File: config.mk
export PLATFORM = sky130hd
export DESIGN_NAME = vga_sync_detector
export DESIGN_NICKNAME = d
export VERILOG_FILES = /design/src/rtl/vga_sync_detector.sv
export SDC_FILE = /design/constraint.sdc
export NUM_CORES = 1
export LEC_CHECK = 0
export CAP_MARGIN = 25
export CELL_PAD_IN_SITES_DETAIL_PLACEMENT = 1
export CELL_PAD_IN_SITES_GLOBAL_PLACEMENT = 1
export CORE_UTILIZATION = 40
export DETAILED_ROUTE_END_ITERATION = 7
export PLACE_DENSITY = 0.77
export SYNTH_ARGS = -nofsm -noshare
export SYNTH_HDL_FRONTEND = slang
export SYNTH_SLANG_ARGS = --single-unit
File: constraint.sdc
create_clock -name vga_clk -period 6.6 [get_ports vga_clk]
set_clock_uncertainty 0.15 [all_clocks]
set_input_delay 1.65 -clock vga_clk [delete_from_list [all_inputs] [get_ports vga_clk]]
set_output_delay 1.65 -clock vga_clk [all_outputs]
set_load 0.02 [all_outputs]
File: src/rtl/vga_sync_detector.sv
// VGA sync receiver: measures HSYNC/VSYNC timing, locks onto the expected mode and
// regenerates active-video flag plus column/row addresses aligned to the incoming syncs.
module vga_sync_detector #(
  parameter logic [10:0] EXP_H_TOTAL = 11'd1904,
  parameter logic [10:0] EXP_H_SYNC  = 11'd152,
  parameter logic [10:0] EXP_V_TOTAL = 11'd932,
  parameter logic [10:0] EXP_V_SYNC  = 11'd3,
  parameter logic [10:0] H_BACK      = 11'd232,
  parameter logic [10:0] H_ACTIVE    = 11'd1440,
  parameter logic [10:0] V_BACK      = 11'd28,
  parameter logic [10:0] V_ACTIVE    = 11'd900,
  parameter logic [10:0] TOL         = 11'd2,
  parameter logic [3:0]  LOCK_FRAMES = 4'd3
) (
  input  logic        vga_clk,
  input  logic        rst_n,
  input  logic        HSYNC_Sig,
  input  logic        VSYNC_Sig,
  output logic        Locked,
  output logic        Frame_Start,
  output logic [10:0] H_Total_Meas,
  output logic [10:0] H_Sync_Meas,
  output logic [10:0] V_Total_Meas,
  output logic [10:0] V_Sync_Meas,
  output logic        Ready_Sig,
  output logic [10:0] Column_Addr_Sig,
  output logic [10:0] Row_Addr_Sig
);

  typedef enum logic [1:0] {ST_SEARCH, ST_CHECK, ST_LOCKED} state_t;

  localparam logic [10:0] CNT_MAX = '1;
  localparam logic [10:0] H_START = EXP_H_SYNC + H_BACK;
  localparam logic [10:0] H_END   = H_START + H_ACTIVE - 11'd1;
  localparam logic [10:0] V_START = EXP_V_SYNC + V_BACK;
  localparam logic [10:0] V_END   = V_START + V_ACTIVE - 11'd1;

  state_t      state;
  logic [3:0]  frm_cnt;
  logic        hs_d, vs_d;
  logic [10:0] h_cnt, v_cnt;
  logic        h_valid, v_valid, h_err;

  logic        hs_fall, hs_rise, vs_fall, vs_rise, h_sat, v_sat;
  logic [10:0] h_len, v_len, h_tot_now, h_sync_now;
  logic        line_bad, h_err_now, match, fsm_fail, stay_locked, active;

  function automatic logic in_tol(input logic [10:0] meas, input logic [10:0] expv);
    logic [10:0] diff;
    diff = (meas >= expv) ? meas - expv : expv - meas;
    return (diff <= TOL);
  endfunction

  // match looks at the values this vs_fall edge is about to latch, not the stale registers
  always_comb begin
    hs_fall    = hs_d & ~HSYNC_Sig;
    hs_rise    = ~hs_d & HSYNC_Sig;
    vs_fall    = vs_d & ~VSYNC_Sig;
    vs_rise    = ~vs_d & VSYNC_Sig;
    h_sat      = (h_cnt == CNT_MAX);
    v_sat      = (v_cnt == CNT_MAX);
    h_len      = h_cnt + 11'd1;
    v_len      = v_cnt + 11'd1;
    line_bad   = hs_fall & h_valid & ~in_tol(h_len, EXP_H_TOTAL);
    h_err_now  = h_err | line_bad;
    h_tot_now  = (hs_fall & h_valid) ? h_len : H_Total_Meas;
    h_sync_now = hs_rise ? h_len : H_Sync_Meas;
    match      = v_valid & ~h_err_now
               & in_tol(h_tot_now, EXP_H_TOTAL) & in_tol(h_sync_now, EXP_H_SYNC)
               & in_tol(v_len, EXP_V_TOTAL) & in_tol(V_Sync_Meas, EXP_V_SYNC);
    fsm_fail    = h_sat | v_sat | (vs_fall & ~match);
    stay_locked = (state == ST_LOCKED) & ~fsm_fail;
    active      = stay_locked & (h_cnt >= H_START) & (h_cnt <= H_END)
                & (v_cnt >= V_START) & (v_cnt <= V_END);
  end

  always_ff @(posedge vga_clk or negedge rst_n) begin
    if (!rst_n) begin
      hs_d         <= 1'b1;
      vs_d         <= 1'b1;
      h_cnt        <= '0;
      v_cnt        <= '0;
      h_valid      <= 1'b0;
      v_valid      <= 1'b0;
      h_err        <= 1'b0;
      Frame_Start  <= 1'b0;
      H_Total_Meas <= '0;
      H_Sync_Meas  <= '0;
      V_Total_Meas <= '0;
      V_Sync_Meas  <= '0;
    end else begin
      hs_d        <= HSYNC_Sig;
      vs_d        <= VSYNC_Sig;
      Frame_Start <= vs_fall;
      if (hs_fall)
        h_cnt <= '0;
      else if (!h_sat)
        h_cnt <= h_len;
      if (vs_fall)
        v_cnt <= '0;
      else if (hs_fall && !v_sat)
        v_cnt <= v_len;
      if (hs_fall && h_valid) H_Total_Meas <= h_len;
      if (hs_rise)            H_Sync_Meas  <= h_len;
      if (vs_fall && v_valid) V_Total_Meas <= v_len;
      if (vs_rise)            V_Sync_Meas  <= v_len;
      if (vs_fall)
        h_err <= 1'b0;
      else if (line_bad)
        h_err <= 1'b1;
      if (h_sat || v_sat) begin
        h_valid <= 1'b0;
        v_valid <= 1'b0;
      end else begin
        if (hs_fall) h_valid <= 1'b1;
        if (vs_fall) v_valid <= 1'b1;
      end
    end
  end

  always_ff @(posedge vga_clk or negedge rst_n) begin
    if (!rst_n) begin
      state   <= ST_SEARCH;
      frm_cnt <= '0;
      Locked  <= 1'b0;
    end else if (h_sat || v_sat) begin
      state   <= ST_SEARCH;
      frm_cnt <= '0;
      Locked  <= 1'b0;
    end else if (vs_fall) begin
      case (state)
        ST_SEARCH: begin
          if (match) begin
            state   <= ST_CHECK;
            frm_cnt <= 4'd1;
          end
        end
        ST_CHECK: begin
          if (!match) begin
            state   <= ST_SEARCH;
            frm_cnt <= '0;
          end else begin
            frm_cnt <= frm_cnt + 4'd1;
            if (frm_cnt + 4'd1 >= LOCK_FRAMES) begin
              state  <= ST_LOCKED;
              Locked <= 1'b1;
            end
          end
        end
        default: begin
          if (!match) begin
            state   <= ST_SEARCH;
            frm_cnt <= '0;
            Locked  <= 1'b0;
          end
        end
      endcase
    end
  end

  always_ff @(posedge vga_clk or negedge rst_n) begin
    if (!rst_n) begin
      Ready_Sig       <= 1'b0;
      Column_Addr_Sig <= '0;
      Row_Addr_Sig    <= '0;
    end else begin
      Ready_Sig       <= active;
      Column_Addr_Sig <= active ? h_cnt - H_START : '0;
      Row_Addr_Sig    <= active ? v_cnt - V_START : '0;
    end
  end

endmodule

==> reports/results.txt, run 1 <==
For the count of pins over their slew limit, the log shows 0. The run gives 35.6% as the sequential cell area fraction in the yosys report. Sorting the synthesized cells by area gives the leading types as dfrtp_1, nand2_1, nor2_1. Cell at the root of the clock tree: clkbuf_16.

The routed design has 23800 um of wire. After floorplanning, the core was sized to cover 17400 sq um. After clock tree synthesis, the setup repair step added 0 buffers. The measured slew at the worst slew-check pin was 832 ps; the post-CTS resize count was 0.

The longest clock path from root to sink contains 2 buffers. The cell class contributing the biggest share of worst-path delay was simple AND/OR/NAND/NOR gates. The signal on the critical path passes through clkdlybuf4s50_1 > nand2b_1 > buf_4 > nand2_1 > o21ai_1 > ha_1 > or3b_2 > a211oi_1 > nor3_1 > nand2_1 > a221o_1 > a21o_1 > a2111oi_2 > nand4b_1 > or4_1 > or3_1 > o31ai_2 > a21o_1. The worst setup path category is input pin to register. Of all cell types, the one taking the most synthesized area is dfrtp_1. In the global route stage, overall resource usage came out at 26.8%. The switching share of power works out to 38.9%. The tools report the number of detailed-routing iterations run before antenna repair as 4. The combinational group share of total power was 34.4%; the finished layout cell area was 8440 sq um. The critical path contains buffers and inverters numbering 2 combined. Entering global routing, the biggest net connects 77 pins.

Number of endpoints failing setup at the final stage: 0. Mean cell area of the mapped netlist: 8.47 sq um. The cell count after synthesis came out at 847. The xor and xnor area share after synthesis came out at 6.57%.

For the upper clock frequency limit, the log shows 0.162 GHz. The simple-gate share of the synthesized area works out to 24.2%. The fraction of the mapped netlist area in adder cells is 4.36%. The primary flip-flop cell chosen by synthesis mapping is dfrtp_1. For the initial antenna violation count, the log shows 0. For this configuration, the core starts out at a cell density of 41.2%.

Total CTS buffers: 9. Quantity of hold-fixing buffers added after cts: 0. The net count of the finished layout is 931. Once detail routing completed, the nets flagged for antenna violations numbered 0. The data required time of the worst path came out at 6760 ps. The die covers 18500 sq um. Summed over all cells, the static leakage comes to 3.51 nW. Clock-pin slew was measured on the worst setup and hold paths at 70 ps. Detailed placement finished with a half-perimeter wire length of 17700 um. The tightest min-delay check is of the register to register type.

After the first detailed-routing iteration, the DRC count stood at 338. The final hold violation count came out at 0. The worst supply voltage drop on vdd is 0.000144 V, and the final RePlAce weighted congestion is 0.899. The number of distinct standard cells referenced by the synthesized netlist was 95; the longest individual stage delay on the worst path was 670 ps. The worst setup path is captured at a register.

The run gives 73 as the number of I/O pins. Setup repair after global routing left no endpoint under its margin. The run gives 6330 ps as the arrival time reported for the critical path endpoint. Dividing the final minimum period by the clock period gives 93.6%. In this run the worst setup path begins at HSYNC_Sig.

The beginning of the worst hold path is V_Total_Meas[4]. The horizontal die dimension is 136 um, and the via count of the first global-routing pass is 6773. In the synthesized netlist, mux cells make up 1.80% of the area. The synthesized design devotes to its leading area cell type 34.9% of total area. The area of the mapped netlist was 7170 sq um; the final total negative setup slack was 0 ps. The net count after synthesis was 876; the total inserted antenna cells was 0. TritonCTS built the clock tree.

For this design, the slowest cell found on the critical path is or4_1. The tools report the warning count from the yosys run as 0. Summing all placed instances gives a cell area of 8100 sq um.

The power density over the cells was 244 nW/um^2; the count of H-tree levels built during CTS was 3. The layout-stage area growth over the synthesis result was 17.6%; the via total after detailed routing was 6661. The run gives 0 as the max-cap check violation count. The total clock sinks was 102; the share of final-layout standard cells stronger than drive strength 1 was 9.04%. The first global-routing pass estimated 37600 um of wire. For the number of fill cells, the log shows 2077.

The fraction of synthesis flops using an asynchronous set or reset pin was 100%. STA classifies the critical path startpoint as an input pin. Vertical die dimension: 136 um. The reported net switching power is 0.801 mW. The post-synthesis compound-gate area fraction is 22.2%, and the final critical-path required period is 6170 ps. The run finished with clean final reports.

In the routed design, unresolved DRC markers number 0. The combinational family with the most area after synthesis is simple AND/OR/NAND/NOR gates. In this run the tool buffered the top-level ports with 72 buffer cells. The cell internal power dissipation came out at 1.26 mW.

In this run the critical register-to-register path is launched from h_cnt[2]. The per-cell routed wire length came out at 21.1 um. The maximum fanout along the worst path was 7; the clock power share was 28.5%. The number of flops mapped to enable cells by yosys works out to 0. The sequential cell fraction of total power is 37.1%, and the flip-flop and latch count after synthesis is 102.

The total global routing overflow is 0, and the number of rows in the core area is 48. The worst slew margin relative to its limit is 44.0%, and the via-per-instance ratio is 5.88. Clock latency on the worst-skew pair, taken at its later pin, is 370 ps.
tightest hold or removal path, stage by stage, from the launching register on:
cell and delay [ps]:
dfrtp_1 360, nand2_1 50, o21ai_0 60
cell type report:
type                       count  area [sq um]  share of cell area (%)
clock buffer                   9           225                    2.67
clock inverter                 7          93.8                    1.11
inverter                      37           140                    1.66
multi-input combinational    658          4250                    50.3
sequential                   102          2550                    30.3
tap                          225           282                    3.34
timing repair buffer          94           896                    10.6
per-layer routing:
| metal | vias to the layer above | GRT usage (%) | wire length (um) |
|---|---|---|---|
| li1 | 3174 | - | - |
| met3 | 35 | 3.84 | 1010 |
| met2 | 171 | 43.6 | 11300 |
| met5 | - | 0 | 0 |
| met1 | 3281 | 35.5 | 10900 |
| met4 | 0 | 11.2 | 631 |
per-stage QoR:
stage | utilization [%] | worst slack, ps | power [mW] | hold slack, ps | instances
floorplan | - | 442 | 1.21 | 331 | 847
global placement | 46.5 | 222 | 1.47 | 320 | 1115
detailed placement | 46.5 | 117 | 1.47 | 332 | 1115
CTS | 48.3 | 480 | 2.06 | 352 | 1131
global route | 48.4 | 119 | 2.16 | 384 | 1132
finish | 48.4 | 426 | 2.06 | 348 | 1132
worst paths after layout:
kind | end | slack, ps | depth (start not counted)
min in group asynchronous | Column_Addr_Sig[1] | 1100 | 1
worst min-delay path | V_Total_Meas[4] | 350 | 2
worst max-delay path | frm_cnt[3] | 430 | 18
max in group asynchronous | V_Sync_Meas[9] | 4170 | 3
worst max register to register | frm_cnt[3] | 1010 | 14
worst min register to register | V_Total_Meas[4] | 350 | 2
layout by cell type (no fill, tap or decap), types with 25 or more instances in the layout:
cell type,instances
a21oi_1,47
clkdlybuf4s50_1,71
dfrtp_1,100
ha_1,25
inv_1,32
nand2_1,86
nor2_1,85
nor3_1,25
o21ai_0,57
xnor2_1,33
logic make-up (layout without fill, tap and decap cells):
family,after synthesis,count (layout)
AO/OA/AOI/OAI,232,232
XOR/XNOR,50,50
adder cells (fa/ha/maj),25,25
buffers and inverters,87,147
flip-flops,102,102
multiplexers,12,12
AND/OR/NAND/NOR,339,339
sequential cells by signal (all words and copies together) (netlist names):
register,flops
Column_Addr_Sig,11
H_Total_Meas,11
V_Sync_Meas,11
H_Sync_Meas,11
V_Total_Meas,11
v_valid,1
h_err,1
frm_cnt,4
vs_d,1
Row_Addr_Sig,11
h_cnt,11
Ready_Sig,1
Locked,1
h_valid,1
state,2
hs_d,1
Frame_Start,1
v_cnt,11
synthesized netlist by cell type, drive strengths merged (5+ instances only):
cell type and number:
o2111ai 5, nand3 23, o21a 7, nand2b 12, o31ai 5, nor2b 5, mux2i 8, xor2 15
dfrtp 100, a21o 9, clkbuf 26, nand3b 5, nor4 13, a31oi 23, inv 36, o21ai 62
nand2 88, nor2 85, and2 10, buf 24, o211ai 5, nor3 27, nand4 18, or3 15
xnor2 35, and3 11, ha 25, a211oi 5, a21oi 48, or2 5
power by group through the flow:
| stage | sequential [mW] | clock (mW) | combinational [mW] |
|---|---|---|---|
| 2_1_floorplan | 0.768 | 0 | 0.441 |
| 3_3_place_gp | 0.773 | 0 | 0.696 |
| 3_5_place_dp | 0.775 | 0 | 0.700 |
| 4_1_cts | 0.763 | 0.594 | 0.705 |
| 5_1_grt | 0.770 | 0.615 | 0.776 |
| 6_report | 0.764 | 0.586 | 0.707 |
Note: power is estimated with default switching activity, not from simulation.
==> run 2: changes to the inputs <==
==> config.mk (replaced) <==
export PLATFORM = sky130hd
export DESIGN_NAME = vga_sync_detector
export DESIGN_NICKNAME = d
export VERILOG_FILES = /design/src/rtl/vga_sync_detector.sv
export SDC_FILE = /design/constraint.sdc
export NUM_CORES = 1
export LEC_CHECK = 0
export CAP_MARGIN = 25
export CELL_PAD_IN_SITES_DETAIL_PLACEMENT = 2
export CELL_PAD_IN_SITES_GLOBAL_PLACEMENT = 2
export CORE_UTILIZATION = 35
export DETAILED_ROUTE_END_ITERATION = 7
export PLACE_DENSITY = 0.82
export SYNTH_ARGS = -nofsm -noshare
export SYNTH_HDL_FRONTEND = slang
export SYNTH_SLANG_ARGS = --single-unit
==> run 2 against run 1 <==
Effect of this change:
- power rose by 0.21%
- combinational power grew 3.1%
- clock power fell by 4.4%
- worst hold slack got worse by 9.6 ps
- maximum frequency is 2.2% lower
- die area rose by 14%
- critical path depth fell by 2
==> reports/results.txt, run 2 (synthesis gave the netlist of run 1 again) <==
The run finished with clean final reports. The run gives 73 (unchanged) as the number of I/O pins. For the static power due to leakage, the log shows 3.50 nW (-0.37%). The worst flop-to-flop path endpoint is frm_cnt[3]. In this run the critical register-to-register path is launched from h_cnt[2]. The initial antenna violation count was 0 (unchanged). The final critical-path required period is 6320 ps (+141 ps), and the share of final-layout standard cells stronger than drive strength 1 is 9.03% (-0.010 points).

TritonCTS built the clock tree. The via-per-instance ratio came out at 5.90 (+0.35%). The number of DRC violations after detailed routing came out at 0 (unchanged). The data required time of the worst path is 6750 ps (about the same), and the maximum number of pins on one net before global-route repair is 67 (-13%). The effective utilization at floorplan was 35.6% (-5.6 points); the clock power share was 27.2% (-1.3 points). The final clock period utilization by the worst path was 95.7% (+2.1 points). The tools report the cell at the root of the clock tree as clkbuf_16. The depth of the worst register-to-register path was 14 (unchanged); the final RePlAce weighted congestion was 0.908 (+1.0%). The switching share of power works out to 39.4% (+0.45 points).

The kind of end point of the critical path was a register. In the layout the commonest cells are dfrtp_1, nand2_1, nor2_1. The worst setup path startpoint was HSYNC_Sig. The area growth from synthesis to layout is 18.1%. The reported net switching power came out at 0.812 mW (+1.4%). Remaining number of nets flagged by the antenna check after routing: 0 (unchanged). Setup repair after global routing left no endpoint under its margin.

The run gives 3 (unchanged) as the count of H-tree levels built during CTS. The tools report the first-pass GRT wire length as 43400 um (+15%). The logs give 0 (unchanged) for the final hold violation count and 932 (+0.11%) for the count of nets after finishing. The number of DRC violations after detailed-routing iteration 0 is 407 (+20%), and the total clock sinks is 102 (unchanged). The per-cell routed wire length was 23.1 um (+9.8%). For hold timing, the worst endpoint is V_Total_Meas[9]. The logs give 7487 (+11%) for the via count of the first global-routing pass and 41.4% (-2.6 points) for the worst slew margin relative to its limit. The upper clock frequency limit was 0.158 GHz (-2.2%).

The worst setup path is launched from an input pin. The arrival time reported for the critical path endpoint was 6470 ps (+140 ps); the post-CTS resize count was 0 (unchanged). The clock transition at the registers of the reported paths was 70 ps (about the same). The tools report the post-detailed-placement half-perimeter wirelength as 20300 um (+15%).

The combinational group share of total power is 35.4% (+1.0 points), and the setup fix buffers added after clock tree synthesis is 0 (unchanged). The count of pins over their slew limit came out at 0 (unchanged). The most frequent standard cell in the layout excluding fill and tap cells was dfrtp_1.

The global-route total usage across every layer was 26.3% (-0.51 points). For the quantity of hold-fixing buffers added after cts, the log shows 0 (unchanged). The die footprint is 21100 sq um (+14%). Number of rows in the core area: 52 (+8.3%). The run gives 42.0% (-6.4 points) as the core occupancy in the finished layout. The run gives 27200 um (+14%) as the overall routed net length.

The number of cells on the worst hold path is 2 (unchanged), and the maximum fanout along the worst path is 10 (+3). For the cell internal power dissipation, the log shows 1.25 mW (-0.52%). In this run the worst hold path is classified as register to register. The total power consumption of the routed design was 2.06 mW (+0.21%); the horizontal die dimension was 145 um (+6.8%). The max-cap check violation count was 0 (unchanged); the number of endpoints failing setup at the final stage was 0 (unchanged). The total CTS buffers came out at 9 (unchanged). The power density over the cells was 243 nW/um^2 (-0.17%). For the via total after detailed routing, the log shows 6956 (+4.4%). Post-place setup slack: -0.937 ps (-118 ps). The tools report the beginning of the worst hold path as V_Total_Meas[9].

The count of buffers from port buffering is 72 (unchanged). The sequential cell fraction of total power is 37.5% (+0.4 points). The number of detailed-routing iterations run before antenna repair is 5 (+1). The largest buffer count on any clock path is 2 (unchanged). The area of the core is 20200 sq um (+16%).

The logs give 360 ps (about the same) for the later-pin clock latency in the skew report and 0.000129 V (-10%) for the worst supply voltage drop on vdd. The vertical die dimension is 145 um (+6.8%). The total global routing overflow is 0 (unchanged). The register-to-register setup slack was 930 ps (-80 ps). The measured slew at the worst slew-check pin came out at 879 ps (+47.0 ps). The critical path in this run is classified as input pin to register. The worst setup slack after layout was 285 ps (-141 ps); the total inserted antenna cells was 0 (unchanged).
## run 2: worst max path at each step
stage / end / depth (start not counted)
CTS: frm_cnt[3] / 16
global placement: frm_cnt[3] / 16
detailed placement: frm_cnt[3] / 16
floorplan: frm_cnt[3] / 18
global route: frm_cnt[3] / 16
finish: frm_cnt[3] / 16
## run 2: critical path, stage by stage
cell             delay (ps)
clkdlybuf4s50_1         470
buf_4                   190
nand3b_1                390
nand2_1                 170
a21boi_0                290
ha_1                    300
nand3_1                 160
o21ai_0                 380
xor2_1                  130
nor3_1                  340
o2bb2ai_1               120
or4_1                   590
or4_1                   570
or3_1                   430
o31ai_2                 180
a21o_1                  100
## run 2: cell type report
cell class,instances,area (sq um)
fill,2253,11700
sequential,102,2550
tap,270,338
clock buffer,10,229
timing repair buffer,95,891
clock inverter,6,71.3
multi-input combinational,658,4250
inverter,37,140
## run 2: per-stage QoR
step	instances	instance area [sq um]	hold WS [ps]	TNS [ps]
detailed placement	1162	8170	330	-0.937
finish	1178	8470	338	0
CTS	1178	8470	351	0
floorplan	847	7170	331	0
global route	1178	8470	371	0
global placement	1162	8170	316	0
## run 2: power by group through the flow
stage	registers, mW	clock network [mW]	logic, mW
finish	0.772	0.560	0.729
global route	0.782	0.591	0.789
CTS	0.770	0.570	0.728
detailed placement	0.781	0	0.719
global placement	0.779	0	0.700
floorplan	0.768	0	0.441
## run 2: per-layer routing
metal | wire (um) | global-route usage [%]
met5 | 0 | 0
met4 | 860 | 10.4
met3 | 1110 | 3.58
met2 | 13100 | 43.5
met1 | 12200 | 34.5
==> run 3: changes to the inputs <==
--- a/config.mk
+++ b/config.mk
@@ -8,6 +8,7 @@
 export CAP_MARGIN = 25
 export CELL_PAD_IN_SITES_DETAIL_PLACEMENT = 2
 export CELL_PAD_IN_SITES_GLOBAL_PLACEMENT = 2
+export CORE_ASPECT_RATIO = 0.9
 export CORE_UTILIZATION = 35
 export DETAILED_ROUTE_END_ITERATION = 7
 export PLACE_DENSITY = 0.82
==> run 3 against run 2 <==
Effect of this change:
- via count is 0.53% higher
- sequential power is 2% lower
- sequential cell count stayed put
- combinational power is 3.8% higher
- non-clock buffer count stayed put
==> reports/results.txt, run 3 (synthesis gave the netlist of run 1 again) <==
The clock transition at the registers of the reported paths is 80 ps (about the same), and the number of detailed-routing iterations run before antenna repair is 5 (unchanged). Number of rows in the core area: 49 (-5.8%). Worst setup path category: input pin to register. The count of pins over their slew limit came out at 0 (unchanged). The later-pin clock latency in the skew report is 370 ps (about the same), and the static power due to leakage is 3.51 nW (+0.23%). For the die footprint, the log shows 21100 sq um (about the same). The overall routed net length is 27700 um (+1.8%).

TritonCTS built the clock tree. The number of fill cells was 2197 (-2.5%). The global routing stage identified its most utilized layer as met2.

The logs give 8460 sq um (-0.13%) for the finished layout cell area and 6740 ps (about the same) for the data required time of the worst path. Most frequent standard cell in the layout excluding fill and tap cells: dfrtp_1. The run gives 8160 sq um (about the same) as the placement-stage cell area.

The flow ran to the end, and the final reports show no timing, DRC or antenna violations. The vertical die dimension was 138 um (-5.1%). The worst setup path is captured at a register. The final critical-path required period came out at 6170 ps (-142 ps). The total clock sinks came out at 102 (unchanged). The logs give 0 (unchanged) for the quantity of hold-fixing buffers added after cts and 2.07 mW (+0.21%) for the total power consumption of the routed design. The tools report the remaining number of nets flagged by the antenna check after routing as 0 (unchanged). The via total after detailed routing is 6993 (+0.53%), and the setup fix buffers added after clock tree synthesis is 0 (unchanged). The tools report the worst supply voltage drop on vdd as 0.000129 V (+0.15%). The worst setup path is launched from an input pin. From synthesis to final layout, the design area changed by 17.9%. The largest buffer count on any clock path is 2 (unchanged). The logs give 0.162 GHz (+2.3%) for the upper clock frequency limit and 43300 um (-0.35%) for the first-pass GRT wire length. The run gives 73 (unchanged) as the number of I/O pins.

The power density over the cells works out to 244 nW/um^2 (+0.34%). The share of final-layout standard cells stronger than drive strength 1 was 9.14% (+0.11 points). The number of DRC violations after detailed routing is 0 (unchanged), and the global-route total usage across every layer is 27.0% (+0.78 points). The met3 routing resource usage after global routing was 4.31% (+0.72 points). The worst slew margin relative to its limit came out at 38.9% (-2.5 points). The total CTS buffers is 9 (unchanged).

In the layout the commonest cells are dfrtp_1, nand2_1, nor2_1. The max-cap check violation count was 0 (unchanged); the post-detailed-placement half-perimeter wirelength was 20400 um (+0.76%). The run gives 4250 sq um (unchanged) as the multi-input logic area. The number of endpoints failing setup at the final stage came out at 0 (unchanged).

The logs give 7243 (-3.3%) for the via count of the first global-routing pass and 932 (unchanged) for the count of nets after finishing. The tools report the register area as 2550 sq um (unchanged). The worst hold path belongs to the class register to register. The maximum fanout along the worst path is 18 (+8).

The logs give 381 (-6.4%) for the number of DRC violations after detailed-routing iteration 0 and 0 (unchanged) for the total global routing overflow. The final hold violation count came out at 0 (unchanged). The cell at the root of the clock tree is clkbuf_16. The effective utilization at floorplan was 35.8% (+0.22 points); the horizontal die dimension was 153 um (+5.3%). The count of buffers from port buffering is 72 (unchanged), and the count of H-tree levels built during CTS is 3 (unchanged). Setup repair after global routing left no endpoint under its margin. The tools report the met2 track demand over resource as 43.5% (about the same). The per-cell routed wire length was 23.8 um (+3.0%). Measured slew at the worst slew-check pin: 908 ps (+28.7 ps). Final RePlAce weighted congestion: 0.874 (-3.7%). The maximum number of pins on one net before global-route repair came out at 65 (-3.0%).

The tools report the area of the core as 20000 sq um (-0.60%). Initial antenna violation count: 1 (+1). The via-per-instance ratio was 6.01 (+1.7%); the core occupancy in the finished layout was 42.2% (+0.20 points). The logs give 6310 ps (-160 ps) for the arrival time reported for the critical path endpoint and 37.9% (+3.4 points) for the met1 usage.

The post-CTS resize count was 0 (unchanged); the final clock period utilization by the worst path was 93.5% (-2.1 points). For the final total negative setup slack, the log shows 0 ps (unchanged).
run 3: cell types whose count changed in the layout (fill, tap and decap cells not counted), sizes merged:
cell | before | now
diode | 0 | 1
inv | 37 | 39
bufinv | 1 | 0
clkinvlp | 2 | 1
run 3: metal layers:
layer,share of wire [%],vias up
li1,-,3187
met1,49,3632
met2,46,148
met3,3.6,26
met4,1.3,0
met5,0,-
run 3: worst max-delay path, cell delays in order:
cell and delay, ps:
clkdlybuf4s50_1 510, nand2b_1 170, o21ai_0 310, ha_1 250, or3b_2 150, a211oi_1 50, nor3_1 430, a22oi_1 240
a2111oi_0 660, a211oi_1 110, a21oi_1 160, nand4b_1 190, nor4_2 360, nor2_1 160, or3_1 570, buf_12 230
nor2_1 110
run 3: worst paths after layout:
kind,startpoint,to,slack (ps),cells past startpoint
max,HSYNC_Sig,Column_Addr_Sig[3],430,17
min,V_Total_Meas[4],V_Total_Meas[4],330,2
max reg2reg,h_cnt[2],Column_Addr_Sig[3],760,17
min reg2reg,V_Total_Meas[4],V_Total_Meas[4],330,2
max in group asynchronous,rst_n,H_Sync_Meas[1],3880,2
min in group asynchronous,rst_n,h_cnt[8],1120,1
run 3: final cells by class:
type	count	area share [%]
well taps	255	3.77
multi-input cells	658	50.2
diodes	1	0.0296
repair buffers	95	10.7
flip-flops and latches	102	30.2
clock inverters	6	0.636
clock buffers	10	2.83
inverters	37	1.66
run 3: report_power, final:
part           total, mW  switching [mW]  internal [mW]
Clock              0.548           0.274          0.274
Sequential         0.760          0.0871          0.673
Combinational      0.757           0.478          0.279
run 3: stage by stage:
stage               instances  hold WS (ps)  setup WS (ps)
finish                   1164           335            427
global placement         1147           323            317
CTS                      1163           343            427
global route             1163           380           87.5
floorplan                 847           331            442
detailed placement       1147           326            120
